**src/rtl/wb_rr_arbiter.sv**
```systemverilog
// -----------------------------------------------------------------------------
// wb_rr_arbiter
// Round-robin arbiter sharing one pipelined Wishbone target port between
// N_ITR initiators. The grant is held for a whole bus cycle (CYC high) and
// is extended across cycles while the owner keeps LOCK asserted.
//
// Ports
//   clk_i, async_rst_i (async, active high), sync_rst_i (sync, active high)
//   itr_*_i      : per-initiator request signals, vectors sliced per initiator
//   itr_ack/err/rty_o : responses, routed to the current owner only
//   itr_stall_o  : owner sees tgt_stall_i, everyone else is stalled
//   itr_dat_o    : read data, broadcast to all initiators
//   tgt_*_o      : owner's request signals (all zero when nobody owns the bus)
//   tgt_*_i      : target responses
//   gnt_o        : registered one-hot0 grant
// -----------------------------------------------------------------------------
module wb_rr_arbiter #(
    parameter int N_ITR     = 4,
    parameter int ADR_WIDTH = 16,
    parameter int DAT_WIDTH = 16,
    parameter int SEL_WIDTH = 2
) (
    input  logic                           clk_i,
    input  logic                           async_rst_i,
    input  logic                           sync_rst_i,
    input  logic [N_ITR-1:0]               itr_cyc_i,
    input  logic [N_ITR-1:0]               itr_stb_i,
    input  logic [N_ITR-1:0]               itr_we_i,
    input  logic [N_ITR-1:0]               itr_lock_i,
    input  logic [N_ITR*SEL_WIDTH-1:0]     itr_sel_i,
    input  logic [N_ITR*ADR_WIDTH-1:0]     itr_adr_i,
    input  logic [N_ITR*DAT_WIDTH-1:0]     itr_dat_i,
    output logic [N_ITR-1:0]               itr_ack_o,
    output logic [N_ITR-1:0]               itr_err_o,
    output logic [N_ITR-1:0]               itr_rty_o,
    output logic [N_ITR-1:0]               itr_stall_o,
    output logic [DAT_WIDTH-1:0]           itr_dat_o,
    output logic                           tgt_cyc_o,
    output logic                           tgt_stb_o,
    output logic                           tgt_we_o,
    output logic                           tgt_lock_o,
    output logic [SEL_WIDTH-1:0]           tgt_sel_o,
    output logic [ADR_WIDTH-1:0]           tgt_adr_o,
    output logic [DAT_WIDTH-1:0]           tgt_dat_o,
    input  logic                           tgt_ack_i,
    input  logic                           tgt_err_i,
    input  logic                           tgt_rty_i,
    input  logic                           tgt_stall_i,
    input  logic [DAT_WIDTH-1:0]           tgt_dat_i,
    output logic [N_ITR-1:0]               gnt_o
);

    // A single initiator still needs a 1-bit pointer register; it never moves.
    localparam int PTR_W = (N_ITR > 1) ? $clog2(N_ITR) : 1;

    logic [N_ITR-1:0]     r_gnt;
    logic [PTR_W-1:0]     r_ptr;
    logic [N_ITR-1:0]     w_gnt_next;
    logic [PTR_W-1:0]     w_ptr_next;
    logic                 w_owner_active;
    logic [SEL_WIDTH-1:0] w_sel;
    logic [ADR_WIDTH-1:0] w_adr;
    logic [DAT_WIDTH-1:0] w_dat;

    // LOCK alone keeps the bus owned, so a locked owner between cycles is
    // never preempted even though its CYC is low.
    assign w_owner_active = |(r_gnt & (itr_cyc_i | itr_lock_i));

    // Next grant: hold an active owner, otherwise rotate from the pointer.
    always_comb begin
        int idx;
        logic found;
        w_gnt_next = '0;
        w_ptr_next = r_ptr;
        found      = 1'b0;
        idx        = 0;
        if (w_owner_active) begin
            w_gnt_next = r_gnt;
        end else begin
            for (int i = 0; i < N_ITR; i++) begin
                idx = (int'(r_ptr) + i) % N_ITR;
                if (!found && itr_cyc_i[idx]) begin
                    found             = 1'b1;
                    w_gnt_next[idx]   = 1'b1;
                    w_ptr_next        = PTR_W'((idx + 1) % N_ITR);
                end else begin
                    found = found;
                end
            end
        end
    end

    // Grant and round-robin pointer registers.
    always_ff @(posedge clk_i or posedge async_rst_i) begin
        if (async_rst_i) begin
            r_gnt <= '0;
            r_ptr <= '0;
        end else if (sync_rst_i) begin
            r_gnt <= '0;
            r_ptr <= '0;
        end else begin
            r_gnt <= w_gnt_next;
            r_ptr <= w_ptr_next;
        end
    end

    // Vector request mux: the grant is one-hot0, so AND-OR selection yields
    // the owner's slice, or all zeros when the bus is free.
    always_comb begin
        w_sel = '0;
        w_adr = '0;
        w_dat = '0;
        for (int i = 0; i < N_ITR; i++) begin
            w_sel = w_sel | (itr_sel_i[i*SEL_WIDTH +: SEL_WIDTH] & {SEL_WIDTH{r_gnt[i]}});
            w_adr = w_adr | (itr_adr_i[i*ADR_WIDTH +: ADR_WIDTH] & {ADR_WIDTH{r_gnt[i]}});
            w_dat = w_dat | (itr_dat_i[i*DAT_WIDTH +: DAT_WIDTH] & {DAT_WIDTH{r_gnt[i]}});
        end
    end

    assign tgt_cyc_o  = |(r_gnt & itr_cyc_i);
    assign tgt_stb_o  = |(r_gnt & itr_stb_i);
    assign tgt_we_o   = |(r_gnt & itr_we_i);
    // LOCK is only meaningful to the target inside a bus cycle.
    assign tgt_lock_o = |(r_gnt & itr_lock_i & itr_cyc_i);
    assign tgt_sel_o  = w_sel;
    assign tgt_adr_o  = w_adr;
    assign tgt_dat_o  = w_dat;

    // Responses go to the owner only; with no owner they are dropped.
    assign itr_ack_o   = r_gnt & {N_ITR{tgt_ack_i}};
    assign itr_err_o   = r_gnt & {N_ITR{tgt_err_i}};
    assign itr_rty_o   = r_gnt & {N_ITR{tgt_rty_i}};
    assign itr_stall_o = ~r_gnt | {N_ITR{tgt_stall_i}};
    assign itr_dat_o   = tgt_dat_i;

    assign gnt_o = r_gnt;

endmodule

```
**config.mk**
```make
export PLATFORM = sky130hd
export DESIGN_NAME = wb_rr_arbiter
export DESIGN_NICKNAME = d
export VERILOG_FILES = /design/src/rtl/wb_rr_arbiter.sv
export SDC_FILE = /design/constraint.sdc
export NUM_CORES = 1
export LEC_CHECK = 0
export CAP_MARGIN = 20
export CELL_PAD_IN_SITES_DETAIL_PLACEMENT = 1
export CELL_PAD_IN_SITES_GLOBAL_PLACEMENT = 2
export CORE_ASPECT_RATIO = 2
export CORE_MARGIN = 1.5
export CORE_UTILIZATION = 11
export DETAILED_ROUTE_END_ITERATION = 6
export PLACE_DENSITY = 0.86
export SYNTH_ARGS = -nofsm -noshare
export SYNTH_HDL_FRONTEND = slang
export SYNTH_SLANG_ARGS = --single-unit
```
**constraint.sdc**
```tcl
create_clock -name clk_i -period 5.95 [get_ports clk_i]
set_input_delay 0.8925 -clock clk_i [delete_from_list [all_inputs] [get_ports clk_i]]
set_output_delay 0.8925 -clock clk_i [all_outputs]
set_load 0.01 [all_outputs]
```
# ---- Word-level counts from Yosys, hierarchy flattened
# Index checks and enable logic that the tools add are counted.
dict set report classes {
  n_addsub 6
  n_mux 40
  order_cmp 8
  bitwise_logic 39
  eq_ne 1
  reduce_logical 20
}
# operator n
set op_table {}
lappend op_table {{bitwise AND 16 bit} 8}
lappend op_table {{OR 16 bit} 6}
lappend op_table {{bitwise AND 4 bit} 9}
lappend op_table {{2-to-1 mux 4 bit} 9}
lappend op_table {{OR 4 bit} 5}
lappend op_table {{OR reduction 4 bit} 5}
lappend op_table {{2-to-1 mux 1 bit} 17}
lappend op_table {{less-than comparator 3 x 4 -> 1 bit (second input constant)} 3}
lappend op_table {{2-to-1 mux 2 bit} 6}
lappend op_table {{adder 2 bit (second input constant)} 5}
lappend op_table {{>= comparator 3 x 1 -> 1 bit (second input constant)} 3}
lappend op_table {{bitwise AND 2 bit} 4}
lappend op_table {{binary-select mux 1 bit (select 2 bit)} 4}
lappend op_table {{demux 1 bit (select 2 bit)} 4}
lappend op_table {{logical AND 1 bit} 7}
lappend op_table {{OR 2 bit} 3}
lappend op_table {{OR reduction 2 bit} 3}
lappend op_table {{nonzero test 5 bit} 1}
lappend op_table {{NOT 4 bit} 1}
lappend op_table {{bitwise AND 1 bit (first input constant)} 3}
lappend op_table {{logical NOT 1 bit} 3}
lappend op_table {{less-than comparator 2 x 3 -> 1 bit (second input constant)} 1}
lappend op_table {{adder 2 x 1 -> 2 bit (second input constant)} 1}
lappend op_table {{>= comparator 2 x 1 -> 1 bit (second input constant)} 1}
lappend op_table {{2 further kinds} 2}
dict set report word_totals {
  in_bits 175
  reg_bits 6
  word_cells 116
  output_inout_bits 74
}

# ---- Longest topological paths before layout
# Gate-level depths: netlist of the first run.
dict set report logic_depth {
  depth_word 18
  ltp_mapped 9
  ltp_nobuf 7
}

# ---- Least setup slack after synthesis of the first run
# OpenSTA, ideal clock, no wires.
dict set report synth_path {
  path_kind {reg2reg}
  startpoint {register r_ptr[0]}
  endpoint {register r_gnt[0] (netlist: gnt_o[0])}
  stages_incl_launch_ff 9
  n_path_buf 2
  setup_slack_ns 3.511
  arrival_time_ns 2.313
  required_time_ns 5.824
  period_less_slack_ns 2.439
  setup_ns 0.126
  path_cell_list {dfrtp_1 > buf_6 > inv_1 > ha_1 > clkbuf_1 > mux4_2 > a221o_1 > and3_1 > a221o_1}
}
dict set report synth_via {
  elab_chain_len 17
  elab_cells_between_ends 64
  cone_classes {3 x add/sub; 8 x order compare; 34 x mux; 6 x bitwise; 13 x reduce/logical}
}
# element line
set synth_rtl {}
lappend synth_rtl {{from (decl)} 57} ;# logic [PTR_W-1:0] r_ptr;
lappend synth_rtl {{from (signal assigned)} 103} ;# r_ptr <= w_ptr_next;
lappend synth_rtl {{adder 2 x 1 -> 2 bit / binary-select mux 1 bit (select 2 bit) (equally long branches)} {81, 82}}
lappend synth_rtl {{OR reduction 2 bit (no line) / 2-to-1 mux 1 bit (equally long branches)} -}
lappend synth_rtl {{bitwise AND 1 bit (no line) / 2-to-1 mux 1 bit (equally long branches)} -}
lappend synth_rtl {{less-than comparator 3 x 4 -> 1 bit (not written as such) (tied with other cells)} 84} ;# w_gnt_next[idx] = 1'b1;
lappend synth_rtl {{logical AND 1 bit (not written as such) / logical NOT 1 bit (equally long branches)} {84, 82}}
lappend synth_rtl {{2-to-1 mux 1 bit (not written as such) / logical AND 1 bit (equally long branches)} {84, 82}}
lappend synth_rtl {{demux 1 bit (select 2 bit) / 2-to-1 mux 1 bit (equally long branches)} {84, 82}}
lappend synth_rtl {{OR 4 bit (no line) / 2-to-1 mux 1 bit (equally long branches)} -}
lappend synth_rtl {{2-to-1 mux 4 bit / logical NOT 1 bit (equally long branches)} 82} ;# if (!found && itr_cyc_i[idx]) begin
lappend synth_rtl {{2-to-1 mux 4 bit / logical AND 1 bit (equally long branches)} {77, 82}}
lappend synth_rtl {{OR 4 bit (no line) / 2-to-1 mux 1 bit (equally long branches)} -}
lappend synth_rtl {{2-to-1 mux 4 bit / 2-to-1 mux 1 bit (equally long branches)} {82, 77}}
lappend synth_rtl {{2-to-1 mux 4 bit / logical NOT 1 bit (equally long branches)} {77, 82}}
lappend synth_rtl {{OR 4 bit (no line) / logical AND 1 bit (equally long branches)} -}
lappend synth_rtl {{2-to-1 mux 4 bit *} 82}
lappend synth_rtl {{2-to-1 mux 4 bit *} 77} ;# if (w_owner_active) begin
lappend synth_rtl {{2-to-1 mux 4 bit *} 98} ;# end else if (sync_rst_i) begin
lappend synth_rtl {{to (signal assigned)} 102} ;# r_gnt <= w_gnt_next;
lappend synth_rtl {{to (decl)} 56} ;# logic [N_ITR-1:0] r_gnt;
# Every way passes the cells marked *; elsewhere a longest branch is shown, timed or not. The select of a mux whose other input is x is not followed.
# A chain may end at the register's enable or synchronous reset.

# ---- Final worst setup path of the first run
dict set report layout_path {
  startpoint {input port itr_cyc_i[2]}
  endpoint {output port tgt_cyc_o}
}
dict set report layout_via {
  elab_chain_len 2
}
# element line
set layout_rtl {}
lappend layout_rtl {{from (decl)} 26} ;# input logic [N_ITR-1:0] itr_cyc_i,
lappend layout_rtl {{bitwise AND 4 bit} 120} ;# assign tgt_cyc_o = |(r_gnt & itr_cyc_i);
lappend layout_rtl {{OR reduction 4 bit} 120}
lappend layout_rtl {{to (decl)} 38} ;# output logic tgt_cyc_o,
# Every way passes these cells.

==> results.md, run 1 <==
* Status: complete, no violations
* Period utilisation layout at about 55%
* Post-synth cell types at 34
* Die Span X at slightly above 90 um
* Post-synthesis sequential area ratio at under 10%
* Comb pwr share at between 80% and 90%
* Max Cap Viol at 0
* Synth Warn # at 0
* Post-Layout Cell Count at approximately 630
* FF+latch count, synth at 6
* First-pass DRT Iterations at 4
* N_diodes at 0
* Share of cells above drive strength 1 at 3.037%
* GRT Util Overall at between 10 and 15%
* Arr. time, crit path at 2.40 ns
* Num ports at approximately 250
* F_max at between 300 and 400 MHz
* Net Sw Frac at 44.27%
* Unrepaired setup endpoints after global routing: false
* Post-Route WL at around 12000 um
* WP data required at just over 5 ns
* Die Ht at around 180 um
* Clk sinks at 6
* Post-CTS Setup Inserts at 0
* Leak at roughly 1.6 nW
* Area delta synth->final at 128.6%
* Setup tns final at 0 ns
* Relative slew margins at 57.80%
* Final Core Density at between 20 and 30%
* Final hold vios at 0
* Global-route wire length before repair at approximately 17000 um
* H-tree depth at 1
* Via density at roughly 4.4
* Layout Skew at ~0.0056 ns
* Max IR drop VDD at ~0.17 mV
* Port buffer count at ~220
* Clk buf depth at 2
* Synthesized area at 1769 um^2
* Row count at 65
* Power Density at approximately 270 nW/um^2
* CTS buffer count at 3
* Die area at 16900 um^2
* Min Hold Slack at 0.6631 ns
* Initial antenna violation count at 1
* GP Congestion at 0.8096
* Clock Latency Late Sink at around 0.23 ns
* Final Max Tran Viols at 0
* Tot Pwr at approximately 1.1 mW
* Net count after synthesis at around 430
* Core area at approximately 16000 um^2
* Clock Power Share at 10.1%
* Least-Margin Pin Slew at about 0.63 ns
* Hpwl dp at between 9000 and 10000 um
* Critical Setup Path Class: in -> out
* Cell internal pwr at 0.6133 mW
* Root buffer cell: clkbuf_16
* DRT iter0 DRCs at 63
* Tmin final at about 3.3 ns
* Gate Count Post-Synth at around 250
* WL/cell at around 19 um
* Final #Nets at roughly 610
* Drc violations at 0
* Vias at 2771
* Clock Pin Slew Worst Setup and Hold Paths at around 0.03 ns
* Mean Syn Cell Area at 7.192 um^2
* Seq pwr share at under 10%
* Antenna Nets Post-Route at 0
* Setup crit start kind: primary input
* Crit. End Element: output port
* Largest net degree at the start of global routing at between 40 and 50
* Worst hold path class: reg -> reg
* Most frequent cells in the layout: clkdlybuf4s50_1, a22oi_1, nand2_1
* Gr ovfl total at 0
* TritonCTS clock tree: done
* Most common cell after layout, fill and taps aside: clkdlybuf4s50_1
* Vias in the first global route at slightly below 3000
* Initial core utilization at ~11%
* P_sw at 0.4872 mW
* Dpl cells at between 600 and 700
* Cts hold-fix bufs at 0
* CP max FO at 9
* Post-cts sizing count at 0
* Finish-stage setup viols at 0
## worst max-delay path, stage by stage
cell	delay, ns
clkdlybuf4s50_1	0.64
a22oi_1	0.14
nand2_1	0.16
clkdlybuf4s50_1	0.56
## kinds of logic after synthesis
| logic type | synth area share, % |
|---|---|
| mux | 6.223 |
| fa+ha+maj | 5.658 |
| compound gates | 41.23 |
| flops | 8.486 |
| buf+inv | 14.64 |
| simple gates | 23.76 |
## path summary, 6_finish.rpt
check,from,end,slack [ns],cells after the start
setup reg to reg,r_ptr[0]$_DFFE_PP0P_,gnt_o[2]$_DFFE_PP0N_,3.10,6
min in group asynchronous,async_rst_i,r_ptr[0]$_DFFE_PP0P_,0.88,2
hold reg to reg,gnt_o[3]$_DFFE_PP0N_,gnt_o[3]$_DFFE_PP0N_,0.66,1
setup / recovery,itr_cyc_i[2],tgt_cyc_o,2.66,4
max in group asynchronous,async_rst_i,gnt_o[3]$_DFFE_PP0N_,4.87,2
hold / removal,gnt_o[3]$_DFFE_PP0N_,gnt_o[3]$_DFFE_PP0N_,0.66,1
## cells in the mapped netlist
library cell	count	area [um^2]
o31ai_1	1	7.510
nand2_1	39	146.4
nor3b_1	1	7.510
mux2_2	2	22.52
and3_1	5	31.28
nor3_1	2	10.01
buf_6	4	45.04
a22oi_1	76	570.6
nor4_1	1	6.260
nand3_1	4	20.02
mux4_2	3	67.56
or2b_1	3	22.52
nor2b_1	1	6.260
inv_1	4	15.01
o311ai_0	2	17.52
nand2b_1	5	31.28
o211ai_1	1	7.510
and2_1	12	75.07
nand4_1	1	6.260
a211o_1	1	8.760
o21a_1	1	7.510
or4_1	1	7.510
mux2i_1	2	20.02
a21oi_1	5	25.02
nor2_1	6	22.52
clkbuf_1	21	78.83
ha_1	8	100.1
or3_1	1	6.260
buf_4	16	120.1
or4bb_1	1	11.26
nor3_2	1	10.01
a221o_1	8	80.08
dfrtp_1	6	150.1
o21ai_0	1	5.000
## layout make-up
type | instances | area, um^2
fillers | 1878 | 11730
repair buffers | 220 | 2192
multi-input cells | 195 | 1360
well taps | 201 | 251.5
flip-flops and latches | 6 | 150.1
clock buffers | 3 | 75.07
inverters | 4 | 15.01
## routing by layer
metal	part of all wire (%)	up-vias	GRT usage [%]
met5	0.11	-	0
met4	2.8	2	4.121
met3	11	34	4.417
met2	56	140	26.12
met1	30	1301	11.10
li1	-	1294	-
## through the flow
stage / instance area, um^2 / setup slack (ns)
floorplan: 1769 / 3.511
global placement: 3969 / 2.716
detailed placement: 3969 / 2.671
CTS: 4044 / 2.665
global route: 4044 / 2.582
finish: 4044 / 2.657
## state kept, by name (all words and copies together), names as in the netlist
name and flops:
gnt_o 4, r_ptr 2
## power by group through the flow
stage               Combinational (mW)  Clock [mW]  Sequential, mW
floorplan                        0.450           0          0.0679
global route                     0.975       0.114          0.0873
finish                           0.905       0.111          0.0836
global placement                 0.896           0          0.0828
CTS                              0.921       0.111          0.0843
detailed placement               0.915           0          0.0846
No activity file was read; power rests on OpenSTA's default activity.
==> inputs of run 2 (changes only) <==
Settings changed: CORE_UTILIZATION 11 to 10, PLACE_DENSITY 0.86 to 0.8.
Clock period 5.95 ns to 3.14 ns, I/O delays scaled along.
==> results.md, run 2 (synthesis gave the netlist of run 1 again) <==
* Crit. End Element: output port
* Vias at 2825 (+1.9%)
* CTS buffer count at 3 (unchanged)
* Slowest library cell on the worst path: dfrtp_1
* Setup crit start kind: flop
* Max Cap Viol at 0 (unchanged)
* Least-Margin Pin Slew at 1.013 ns (+0.3804 ns)
* Antenna Nets Post-Route at 0 (unchanged)
* First-pass DRT Iterations at 4 (unchanged)
* Final hold vios at 0 (unchanged)
* Clock Power Share at 9.9% (-0.2 points)
* Num ports at 249 (unchanged)
* Number of flip-flops in the largest register at 4 (unchanged)
* Comb pwr share at 80.4% (-1.9 points)
* Port buffer count at 216 (unchanged)
* Drc violations at 0 (unchanged)
* Status: complete, no violations
* Largest net degree at the start of global routing at 27 (-41%)
* Layout Skew at 0.001103 ns (-0.004546 ns)
* Setup tns final at 0 ns (unchanged)
* WP data required at 2.67 ns (-2.39 ns)
* GP Congestion at 0.8562 (+5.8%)
* Final Max Tran Viols at 0 (unchanged)
* Clk sinks at 6 (unchanged)
* Post-CTS Setup Inserts at 0 (unchanged)
* WL/cell at 18.16 um (-3.8%)
* Global-route wire length before repair at 17470 um (+4.0%)
* Most common cell after layout, fill and taps aside: clkdlybuf4s50_1
* Gr ovfl total at 0 (unchanged)
* Area delta synth->final at 132.2%
* Clk buf depth at 2 (unchanged)
* GRT Util Overall at 11.89% (-0.91 points)
* Initial antenna violation count at 0 (-1)
* Setup WS pre-CTS at 0.5233 ns (-2.147 ns)
* Clock Latency Late Sink at 0.23 ns (about the same)
* Post-Route WL at 11710 um (-1.3%)
* Relative slew margins at 32.45% (-25 points)
* Power Density at 511.0 nW/um^2 (+88%)
* Die Span X at 97.06 um (+4.7%)
* Dpl cells at 642 (+2.6%)
* Via density at 4.380 (-0.58%)
* Tmin final at 2.798 ns
* Row count at 68 (+4.6%)
* Period utilisation layout at between 80% and 90%
* Hpwl dp at 9710 um (+0.69%)
* Max IR drop VDD at 0.1946 mV (+13%)
* Core area at 17270 um^2 (+9.5%)
* Seq pwr share at 9.6% (+2.0 points)
* Leak at 1.587 nW (+2.4%)
* Initial core utilization at 10.24% (-0.97 points)
* Worst hold path class: in -> async
* Critical Setup Path Class: reg -> out
* Fin worst setup slack at 0.3422 ns (-2.315 ns)
* TritonCTS clock tree: done
* P_sw at 0.9065 mW (+86%)
* Arr. time, crit path at 2.33 ns (-0.07 ns)
* Net Sw Frac at 43.18% (-1.1 points)
* Cts hold-fix bufs at 0 (unchanged)
* F_max at about 360 MHz
* Unrepaired setup endpoints after global routing: false
* Finish-stage setup viols at 0 (unchanged)
* H-tree depth at 1 (unchanged)
* Post-Layout Cell Count at 645 (+2.5%)
* DRT iter0 DRCs at 73 (+16%)
* Clock Pin Slew Worst Setup and Hold Paths at 0.03 ns (about the same)
* Most frequent cells in the layout: clkdlybuf4s50_1, a22oi_1, nand2_1
* CP max FO at 24 (+15)
* Die Ht at 191.1 um (+4.8%)
* N_diodes at 0 (unchanged)
* Cell internal pwr at 1.193 mW (+94%)
* Largest stage delay, worst path at 0.97 ns (+0.33 ns)
* Cell Chain, Critical Path: buf_4 -> a22oi_1 -> nand2_1 -> clkdlybuf4s50_1
* Final #Nets at 620 (+1.1%)
* Share of cells above drive strength 1 at 4.598% (+1.6 points)
* Die area at 18550 um^2 (+9.8%)
* Vias in the first global route at 3147 (+6.2%)
* Final Core Density at 23.78% (-1.8 points)
* Post-cts sizing count at 0 (unchanged)
* Root buffer cell: clkbuf_16
-- run 2: final timing paths --
kind                                            from                   end  slack (ns)  depth (start not counted)
worst max-delay path            gnt_o[0]$_DFFE_PP0N_          tgt_adr_o[4]        0.34                          4
worst min-delay path                     async_rst_i  r_ptr[1]$_DFFE_PP0P_        0.47                          2
worst max register to register  gnt_o[1]$_DFFE_PP0N_  gnt_o[3]$_DFFE_PP0N_        0.76                          5
worst min register to register  r_ptr[0]$_DFFE_PP0P_  r_ptr[0]$_DFFE_PP0P_        0.82                          3
max in group asynchronous                async_rst_i  gnt_o[2]$_DFFE_PP0N_        2.46                          2
min in group clk_i              r_ptr[0]$_DFFE_PP0P_  r_ptr[0]$_DFFE_PP0P_        0.82                          3
-- run 2: power groups by stage --
stage | registers [mW] | clock network, mW | logic (mW)
CTS | 0.207 | 0.211 | 1.70
finish | 0.203 | 0.209 | 1.69
detailed placement | 0.208 | 0 | 1.70
floorplan | 0.129 | 0 | 0.853
global route | 0.213 | 0.218 | 1.81
global placement | 0.205 | 0 | 1.66
-- run 2: per-layer routing --
layer | track usage [%] | wire length [um] | vias up
met5 | 0 | 0 | -
met4 | 4.125 | 392 | 0
met3 | 2.559 | 841 | 27
li1 | - | - | 1306
met1 | 10.26 | 3666 | 1337
met2 | 25.63 | 6811 | 155
-- run 2: area by class of cell --
cell class	instances	area, um^2
multi-input cells	195	1360
fillers	2050	13160
well taps	210	262.8
clock buffers	3	75.07
repair buffers	227	2245
inverters	4	15.01
flip-flops and latches	6	150.1
-- run 2: stage by stage --
stage                     power, mW  hold slack (ns)  cell area (um^2)
after global routing          2.243           0.5068              4108
after CTS                     2.120           0.4846              4108
after global placement        1.867           0.7211              4033
after detailed placement      1.905           0.7268              4033
after floorplan              0.9814           0.2620              1769
final                         2.099           0.4731              4108
-- run 2: critical path: cells and delay by family, from the launching register on --
kind,cells,cell delay [ns]
compound gates,1,0.11
buf+inv,2,0.93
flops,1,0.97
simple gates,1,0.08
